File: config.mk
export PLATFORM = sky130hd
export DESIGN_NAME = seq_detector_prog
export DESIGN_NICKNAME = d
export VERILOG_FILES = /design/src/rtl/seq_detector_prog.sv
export SDC_FILE = /design/constraint.sdc
export NUM_CORES = 1
export LEC_CHECK = 0
export CAP_MARGIN = 30
export CORE_UTILIZATION = 40
export DETAILED_ROUTE_END_ITERATION = 7
export SLEW_MARGIN = 20
export SYNTH_ARGS = -nofsm -noshare
export SYNTH_HDL_FRONTEND = slang
export SYNTH_SLANG_ARGS = --single-unit
File: constraint.sdc
create_clock -name clk -period 4.9 [get_ports clk]
set_input_delay 0.49 -clock clk [delete_from_list [all_inputs] [get_ports clk]]
set_output_delay 0.49 -clock clk [all_outputs]
set_load 0.02 [all_outputs]
File: src/rtl/seq_detector_prog.sv
// Programmable serial bit-sequence detector (Mealy) with runtime-loadable pattern, length and overlap mode.
// Optional saturating match counter built when MATCH_COUNT_EN is defined.
module seq_detector_prog #(
    parameter  int MAX_LEN = 8,
    parameter  int CNT_W   = 8,
    localparam int LW      = $clog2(MAX_LEN + 1)
) (
    input  logic               clk,
    input  logic               rst,
    input  logic               in_valid,
    input  logic               xin,
    input  logic               cfg_load,
    input  logic [MAX_LEN-1:0] cfg_pattern,
    input  logic [LW-1:0]      cfg_len,
    input  logic               cfg_overlap,
    output logic               cfg_err,
    output logic               armed,
    output logic               zout
`ifdef MATCH_COUNT_EN
    ,
    output logic [CNT_W-1:0]   match_count
`endif
);

    if (MAX_LEN < 2 || MAX_LEN > 32 || CNT_W < 1) begin : g_bad_param
        $error("seq_detector_prog: MAX_LEN must be 2..32 and CNT_W >= 1");
    end

    typedef enum logic [1:0] {S_IDLE, S_FILL, S_ARMED} state_t;

    state_t             state, state_n;
    logic [MAX_LEN-1:0] hist, hist_n, pattern, pattern_n;
    logic [MAX_LEN-1:0] mask, cand;
    logic [LW-1:0]      fill, fill_n, len, len_n, len_m1;
    logic               overlap, overlap_n, err_n, cfg_legal, match;

    assign len_m1    = len - LW'(1);
    assign cfg_legal = (cfg_len != '0) && (cfg_len <= LW'(MAX_LEN));
    assign cand      = {hist[MAX_LEN-2:0], xin};

    // Only the low len bits take part in the compare.
    always_comb begin
        mask = '0;
        for (int i = 0; i < MAX_LEN; i++)
            mask[i] = (i < int'(len));
    end

    assign match = ((cand ^ pattern) & mask) == '0;
    assign zout  = ~rst & (state == S_ARMED) & in_valid & ~cfg_load & match;

    always_comb begin
        state_n   = state;
        hist_n    = hist;
        fill_n    = fill;
        pattern_n = pattern;
        len_n     = len;
        overlap_n = overlap;
        err_n     = 1'b0;
        if (cfg_load) begin
            // A load always wins over a same-cycle data bit.
            if (cfg_legal) begin
                pattern_n = cfg_pattern;
                len_n     = cfg_len;
                overlap_n = cfg_overlap;
                hist_n    = '0;
                fill_n    = '0;
                state_n   = (cfg_len == LW'(1)) ? S_ARMED : S_FILL;
            end else begin
                err_n = 1'b1;
            end
        end else if (in_valid) begin
            case (state)
                S_FILL: begin
                    hist_n = cand;
                    fill_n = fill + LW'(1);
                    if (fill_n == len_m1)
                        state_n = S_ARMED;
                end
                S_ARMED: begin
                    hist_n = cand;
                    if (match && !overlap) begin
                        hist_n  = '0;
                        fill_n  = '0;
                        state_n = (len == LW'(1)) ? S_ARMED : S_FILL;
                    end
                end
                default: ;
            endcase
        end
    end

    always_ff @(posedge clk or posedge rst) begin
        if (rst) begin
            state   <= S_IDLE;
            hist    <= '0;
            fill    <= '0;
            pattern <= '0;
            len     <= '0;
            overlap <= 1'b0;
            cfg_err <= 1'b0;
            armed   <= 1'b0;
        end else begin
            state   <= state_n;
            hist    <= hist_n;
            fill    <= fill_n;
            pattern <= pattern_n;
            len     <= len_n;
            overlap <= overlap_n;
            cfg_err <= err_n;
            armed   <= (state_n == S_ARMED);
        end
    end

`ifdef MATCH_COUNT_EN
    always_ff @(posedge clk or posedge rst) begin
        if (rst)
            match_count <= '0;
        else if (cfg_load && cfg_legal)
            match_count <= '0;
        else if (zout && !(&match_count))
            match_count <= match_count + CNT_W'(1);
    end
`endif

endmodule

==> results_tabular.tex, run 1 <==
\begin{tabular}{lr}
\hline
Metric & Value \\
\hline
\multicolumn{2}{l}{\textbf{Clock network}} \\
CTS tree & built \\
Number of cells upsized or downsized after cts & 0 \\
Number of clock sinks & 28 \\
Hold\_buf cts & 0 \\
CTS H-Tree Depth & 1 \\
Longest Clk Path Bufs & 2 \\
Clk pin slew, worst setup/hold paths & about 0.090 ns \\
Clock latency of the later-clocked register in the worst-skew pair & 0.28 ns \\
Clk root buf & clkbuf\_8 \\
Post-CTS setup buffer count & 0 \\
Number of CTS-inserted buffers & 3 \\
\multicolumn{2}{l}{\textbf{STA}} \\
Min cycle time layout & 3.13 ns \\
Worst Tran Pin Value & 0.628 ns \\
Worst clock skew & 0.00668 ns \\
Max frequency & 319 MHz \\
Fin Setup TNS & 0 ns \\
Fin. max-slew vios & 0 \\
Final-report hold violation count & 0 \\
Worst Hold Margin & 0.535 ns \\
Period utilisation layout & 0.639 \\
Max-Slew Margin vs Limit & 0.581 \\
Unrepaired setup endpoints after global routing & false \\
PnR worst setup slack & 1.77 ns \\
Finish-stage setup viols & 0 \\
\multicolumn{2}{l}{\textbf{Placed design}} \\
DP Worst Slack & 1.84 ns \\
Placed cell count & between 200 and 250 \\
Buffers added on ports & 20 \\
HPWL after DPL & 2.80 mm \\
Global placement routability congestion & around 0.93 \\
\multicolumn{2}{l}{\textbf{Finish}} \\
Post-layout net count & 208 \\
Diodes inserted & 0 \\
Syn-to-layout area delta & 18.6\% \\
Fin cells & 233 \\
Fraction of layout cells with a size suffix above 1 & 0.148 \\
\multicolumn{2}{l}{\textbf{Yosys}} \\
Largest cells by area after synthesis & dfrtp\_1 (41\%), mux2\_2 (7.9\%), xor2\_1 (4.6\%), ha\_1 (4.4\%), a22o\_1 (4.1\%) \\
Count of state elements after synthesis & 28 \\
Number of different library cells in the post-synthesis netlist & 47 \\
Summed instance area of the synthesized netlist & 1700 um2 \\
Primary flip-flop cell chosen by synthesis mapping & dfrtp\_1 \\
Cell taking the most area after synthesis & dfrtp\_1 \\
EDFF count, synth & 0 \\
Synth Net Count & 187 \\
Async set-reset flop share out of synthesis & 1.00 \\
Post-synthesis area per instance & 10.4 um2 \\
Synthesized netlist cell count & 163 \\
Synth warnings & 0 \\
Yosys top cell area share & 0.412 \\
Sequential area share after synthesis & 0.412 \\
\multicolumn{2}{l}{\textbf{Floorplan}} \\
Die Footprint & around 4500 um2 \\
Std-Cell Core Area & 4030 um2 \\
Die Ht & 67.2 um \\
Effective utilization at floorplan & 0.422 \\
Site Rows & 23 \\
Number of placed I/O pins & 21 \\
Die span in x & 67.2 um \\
\multicolumn{2}{l}{\textbf{Setup path}} \\
Worst Path Arrival & 2.64 ns \\
Largest stage delay on the critical path & 0.65 ns \\
Critical path data required time & around 4.4 ns \\
Critical-path cell list & inv\_1, ha\_1, nor2b\_1, a32oi\_1, o211ai\_4, nor2\_1, o21ai\_0, nor4\_1, clkdlybuf4s50\_1 \\
Maximum fanout count along the critical path & 6 \\
Type of destination of the critical path & output port \\
Cell with the largest stage delay on the worst path & clkdlybuf4s50\_1 \\
Category of the worst setup path launch point & flip-flop \\
Startpoint-to-endpoint class of the critical path & flip-flop to output port \\
Largest delay contributor family on the critical path & buffers and inverters \\
Sum of buffers and inverters on the critical path & 2 \\
\multicolumn{2}{l}{\textbf{Power}} \\
Areal power density over the cells & between 400 and 500 nW/um2 \\
Leakage power & 0.000860 uW \\
Highest ir drop seen on vdd & 0.000149 V \\
Total power draw & about 840 uW \\
\multicolumn{2}{l}{\textbf{Route}} \\
Via count & 1304 \\
Via-per-instance ratio & 5.60 \\
Count of nets left with antenna violations after detail routing & 0 \\
Final Routed Wirelength & 3.66 mm \\
Initial drt markers & between 50 and 60 \\
Post-route DRC & 0 \\
Initial DRT Pass Iterations & 4 \\
Avg WL per Cell & between 15 and 20 um \\
\multicolumn{2}{l}{\textbf{GRT}} \\
GR Util All Layers & 0.186 \\
Maximum number of pins on one net before global-route repair & 17 \\
Remaining Overflow, GRT & 0 \\
Via count of the first global-routing pass & approximately 1300 \\
First-pass GRT wire length & 6.27 mm \\
Number of antenna violations at the first check in global routing & 0 \\
\multicolumn{2}{l}{\textbf{Status}} \\
Run status & finished, final reports clean \\
\multicolumn{2}{l}{\textbf{Job}} \\
Max\_cap viols & 0 \\
\multicolumn{2}{l}{\textbf{Min path}} \\
Hold crit path type & flip-flop to flip-flop \\
\hline
\end{tabular}
## worst reg2reg max path: stages, from the launching register on
cell and delay, ns:
dfrtp_1 0.43, inv_1 0.08, ha_1 0.34, nor2_1 0.28
o32a_1 0.55, nor2_1 0.08, mux2i_1 0.15, o32ai_1 0.09
a21o_1 0.17
## power by group
| group | leakage, uW | internal [uW] | switching (uW) |
|---|---|---|---|
| Sequential | 0.000353 | 278 | 58.4 |
| Clock | 0.0000288 | 72.2 | 74.4 |
| Combinational | 0.000478 | 167 | 185 |
## synthesized netlist by cell type (2+ instances only)
cell type,instances
a21oi_1,11
a22o_1,8
buf_2,2
clkbuf_1,2
dfrtp_1,28
ha_1,6
inv_1,8
mux2_2,12
nand2_1,10
nand2b_1,3
nand3_1,2
nor2_1,9
nor3_1,2
nor4_1,4
nor4b_1,2
o21a_1,2
o21ai_0,8
xnor2_1,7
xor2_1,9
## cells in the final DEF, fill, tap and decap left out, types with 2 or more instances in the layout
cell and instances:
a21oi_1 11, a22o_1 8, clkbuf_8 4, clkdlybuf4s50_1 20
dfrtp_1 28, ha_1 6, inv_1 8, mux2_2 12
nand2_1 10, nand2b_1 3, nand3_1 2, nor2_1 9
nor3_1 2, nor4_1 4, nor4b_1 2, o21a_1 2
o21ai_0 8, xnor2_1 7, xor2_1 9
## stage by stage
stage,instance area (um2),util
finish,2020,0.501
global route,2020,0.501
CTS,2020,0.501
detailed placement,1960,0.487
global placement,1940,0.480
floorplan,1700,-
## state kept, by name, summed over array words and instances (netlist names)
name     flops
state        2
len          4
armed        1
hist         7
fill         4
pattern      8
cfg_err      1
overlap      1
## kinds of logic (layout without fill, tap and decap cells)
kind of cell	after synthesis	count (layout)	share of synthesized area
compound gates	46	46	0.207
simple gates	41	41	0.135
buf+inv	13	33	0.0346
mux	13	13	0.0853
fa+ha+maj	6	6	0.0441
xor+xnor	16	16	0.0824
flops	28	28	0.412
## worst paths after layout
kind / from / endpoint / slack (ns) / cells past startpoint
worst max-delay path: len[0] / zout / 1.77 / 9
worst min-delay path: hist[6] / hist[6] / 0.54 / 1
worst max register to register: state[0] / fill[2] / 2.64 / 8
worst min register to register: hist[6] / hist[6] / 0.54 / 1
max in group asynchronous: rst / hist[4] / 3.76 / 3
min in group asynchronous: rst / state[0] / 0.64 / 2
## per-layer routing
layer / track usage / wire length (um) / vias up
met5: 0 / 0 / -
met4: 0.0638 / 48 / 0
met3: 0.0253 / 97 / 5
met2: 0.318 / 1770 / 22
met1: 0.241 / 1740 / 639
li1: - / - / 638
## final cells by class
class	instances	area (um2)
Fill cell	372	2010
Timing Repair Buffer	21	228
Inverter	8	30.0
Tap cell	50	62.6
Sequential cell	28	701
Clock buffer	4	55.1
Multi-Input combinational cell	122	942
No activity file was read; power rests on OpenSTA's default activity.
==> run 2, diff against run 1 <==
clock period = 3.2 ns   (was 4.9 ns; I/O delays follow)
==> run 2 against run 1 <==
Register-to-register slack lost 1.6 ns; utilization up 0.78 points; cell area grew 1.5%; sequential power grew 53%; global-route usage shrank 0.55 points; non-clock buffer count rose by 2; clock power increased by 92%; largest cell class unchanged.
==> results_tabular.tex, run 2 (synthesis gave the netlist of run 1 again) <==
\begin{tabular}{lr}
\hline
Metric & Value \\
\hline
\multicolumn{2}{l}{\textbf{Clock network}} \\
CTS H-Tree Depth & 1 \\
Clk root buf & clkbuf\_8 \\
Longest Clk Path Bufs & 2 \\
Clk pin slew, worst setup/hold paths & 0.10 ns \\
Number of CTS-inserted buffers & 3 \\
Hold\_buf cts & 0 \\
Post-CTS setup buffer count & 0 \\
Number of cells upsized or downsized after cts & 0 \\
Number of clock sinks & 28 \\
CTS tree & built \\
Clock latency of the later-clocked register in the worst-skew pair & around 0.28 ns \\
\multicolumn{2}{l}{\textbf{Status}} \\
Run status & finished, final reports clean \\
\multicolumn{2}{l}{\textbf{Setup path}} \\
Cell with the largest stage delay on the worst path & clkdlybuf4s50\_1 \\
Largest delay contributor family on the critical path & buffers and inverters \\
Critical path data required time & 2.88 ns \\
Type of destination of the critical path & output port \\
Startpoint-to-endpoint class of the critical path & flip-flop to output port \\
Worst Reg2Reg Path Length in Cells & 8 \\
Critical-path cell list & inv\_1, ha\_1, nor2b\_1, a32oi\_1, o211ai\_4, nor2\_1, o21ai\_0, nor4\_1, clkdlybuf4s50\_1 \\
Category of the worst setup path launch point & flip-flop \\
Worst Path Arrival & 2.59 ns \\
Largest stage delay on the critical path & 0.66 ns \\
Sum of buffers and inverters on the critical path & 2 \\
Register-to-Register Setup Slack & 1.07 ns \\
Maximum fanout count along the critical path & 5 \\
End of the worst register-to-register path & fill[2] \\
RR Startpoint & state[0] \\
\multicolumn{2}{l}{\textbf{Placed design}} \\
Placed cell count & 231 \\
HPWL after DPL & 2.78 mm \\
Buffers added on ports & 20 \\
Global placement routability congestion & 0.871 \\
DP Worst Slack & roughly 0.47 ns \\
\multicolumn{2}{l}{\textbf{Route}} \\
Count of nets left with antenna violations after detail routing & 0 \\
Initial drt markers & roughly 110 \\
Final Routed Wirelength & 3.63 mm \\
Via count & 1297 \\
Initial DRT Pass Iterations & 4 \\
Avg WL per Cell & 15.4 um \\
Post-route DRC & 0 \\
Via-per-instance ratio & 5.52 \\
\multicolumn{2}{l}{\textbf{GRT}} \\
Via count of the first global-routing pass & 1307 \\
First-pass GRT wire length & 6.07 mm \\
GR Layer Usage met1 & 0.225 \\
Number of antenna violations at the first check in global routing & 0 \\
Maximum number of pins on one net before global-route repair & 17 \\
Global routing met2 resource utilization & 0.306 \\
Met3 layer usage reported by global route & 0.0321 \\
Remaining Overflow, GRT & 0 \\
Routing layer with the top usage in global route & met2 \\
GR Util All Layers & 0.181 \\
\multicolumn{2}{l}{\textbf{Finish}} \\
Fraction of layout cells with a size suffix above 1 & 0.157 \\
Top library cells by usage in the layout, fill and taps aside & dfrtp\_1 (28), clkdlybuf4s50\_1 (20), mux2\_2 (12) \\
Most common library cell in the layout ignoring fill and taps & dfrtp\_1 \\
Diodes inserted & 0 \\
Register area & approximately 700 um2 \\
Syn-to-layout area delta & 20.4\% \\
Number of fill cells & 373 \\
Multi-input gate area in the final layout & 942 um2 \\
Post-layout net count & 210 \\
Fin cells & 235 \\
Registers with the most flip-flops & pattern (8), hist (7) \\
Number of flip-flops under the largest register name & 8 \\
Post-layout util & 0.509 \\
Register with the highest flop count & pattern \\
\multicolumn{2}{l}{\textbf{STA}} \\
Finish-stage setup viols & 0 \\
Min cycle time layout & 2.91 ns \\
Unrepaired setup endpoints after global routing & false \\
PnR worst setup slack & 0.290 ns \\
Max frequency & between 300 and 400 MHz \\
Max-Slew Margin vs Limit & 0.605 \\
Worst Tran Pin Value & approximately 0.59 ns \\
Period utilisation layout & 0.909 \\
Fin. max-slew vios & 0 \\
Worst clock skew & 0.00517 ns \\
Fin Setup TNS & 0 ns \\
Worst Hold Margin & 0.443 ns \\
Final-report hold violation count & 0 \\
\multicolumn{2}{l}{\textbf{Power}} \\
Highest ir drop seen on vdd & 0.000299 V \\
Areal power density over the cells & 657 nW/um2 \\
Leakage power & 0.000876 uW \\
\multicolumn{2}{l}{\textbf{Floorplan}} \\
Effective utilization at floorplan & 0.422 \\
Die span in x & 67.2 um \\
Number of placed I/O pins & 21 \\
Std-Cell Core Area & 4030 um2 \\
Die Ht & 67.2 um \\
Die Footprint & 4520 um2 \\
Site Rows & 23 \\
\multicolumn{2}{l}{\textbf{Job}} \\
Max\_cap viols & 0 \\
\multicolumn{2}{l}{\textbf{Min path}} \\
Hold crit path type & input port to asynchronous set/reset pin \\
\hline
\end{tabular}
==> run 2: routing by layer <==
layer,up-vias,part of all wire
met5,-,0
met4,0,0.012
met3,4,0.030
met2,28,0.50
met1,631,0.46
li1,634,-
==> run 2: how the worst max path moves through the flow <==
stage           start  endpoint  slack [ns]  cells past startpoint
4_1_cts        len[1]      zout        0.29                      9
5_1_grt        len[0]      zout        0.17                      9
3_3_place_gp      xin      zout        0.52                      8
3_5_place_dp      xin      zout        0.47                      8
6_report       len[1]      zout        0.29                      9
2_1_floorplan  len[0]      zout        0.97                      8
==> run 2: metrics by stage <==
step	cell area (um2)	power (uW)
floorplan	1700	923
global placement	1950	1050
detailed placement	1980	1070
CTS	2050	1350
global route	2050	1440
finish	2050	1350
==> run 2: cell type report <==
| class | instances | area share |
|---|---|---|
| clock inverters | 1 | 0.0147 |
| flip-flops and latches | 28 | 0.342 |
| inverters | 8 | 0.0147 |
| well taps | 50 | 0.0305 |
| repair buffers | 23 | 0.118 |
| clock buffers | 3 | 0.0201 |
| multi-input cells | 122 | 0.460 |
==> run 2: report_power, final <==
group          total [uW]  switching [uW]  leakage [uW]  internal (uW)
logic                 550             289      0.000487            260
registers             515            88.6      0.000353            426
clock network         282             114     0.0000357            168
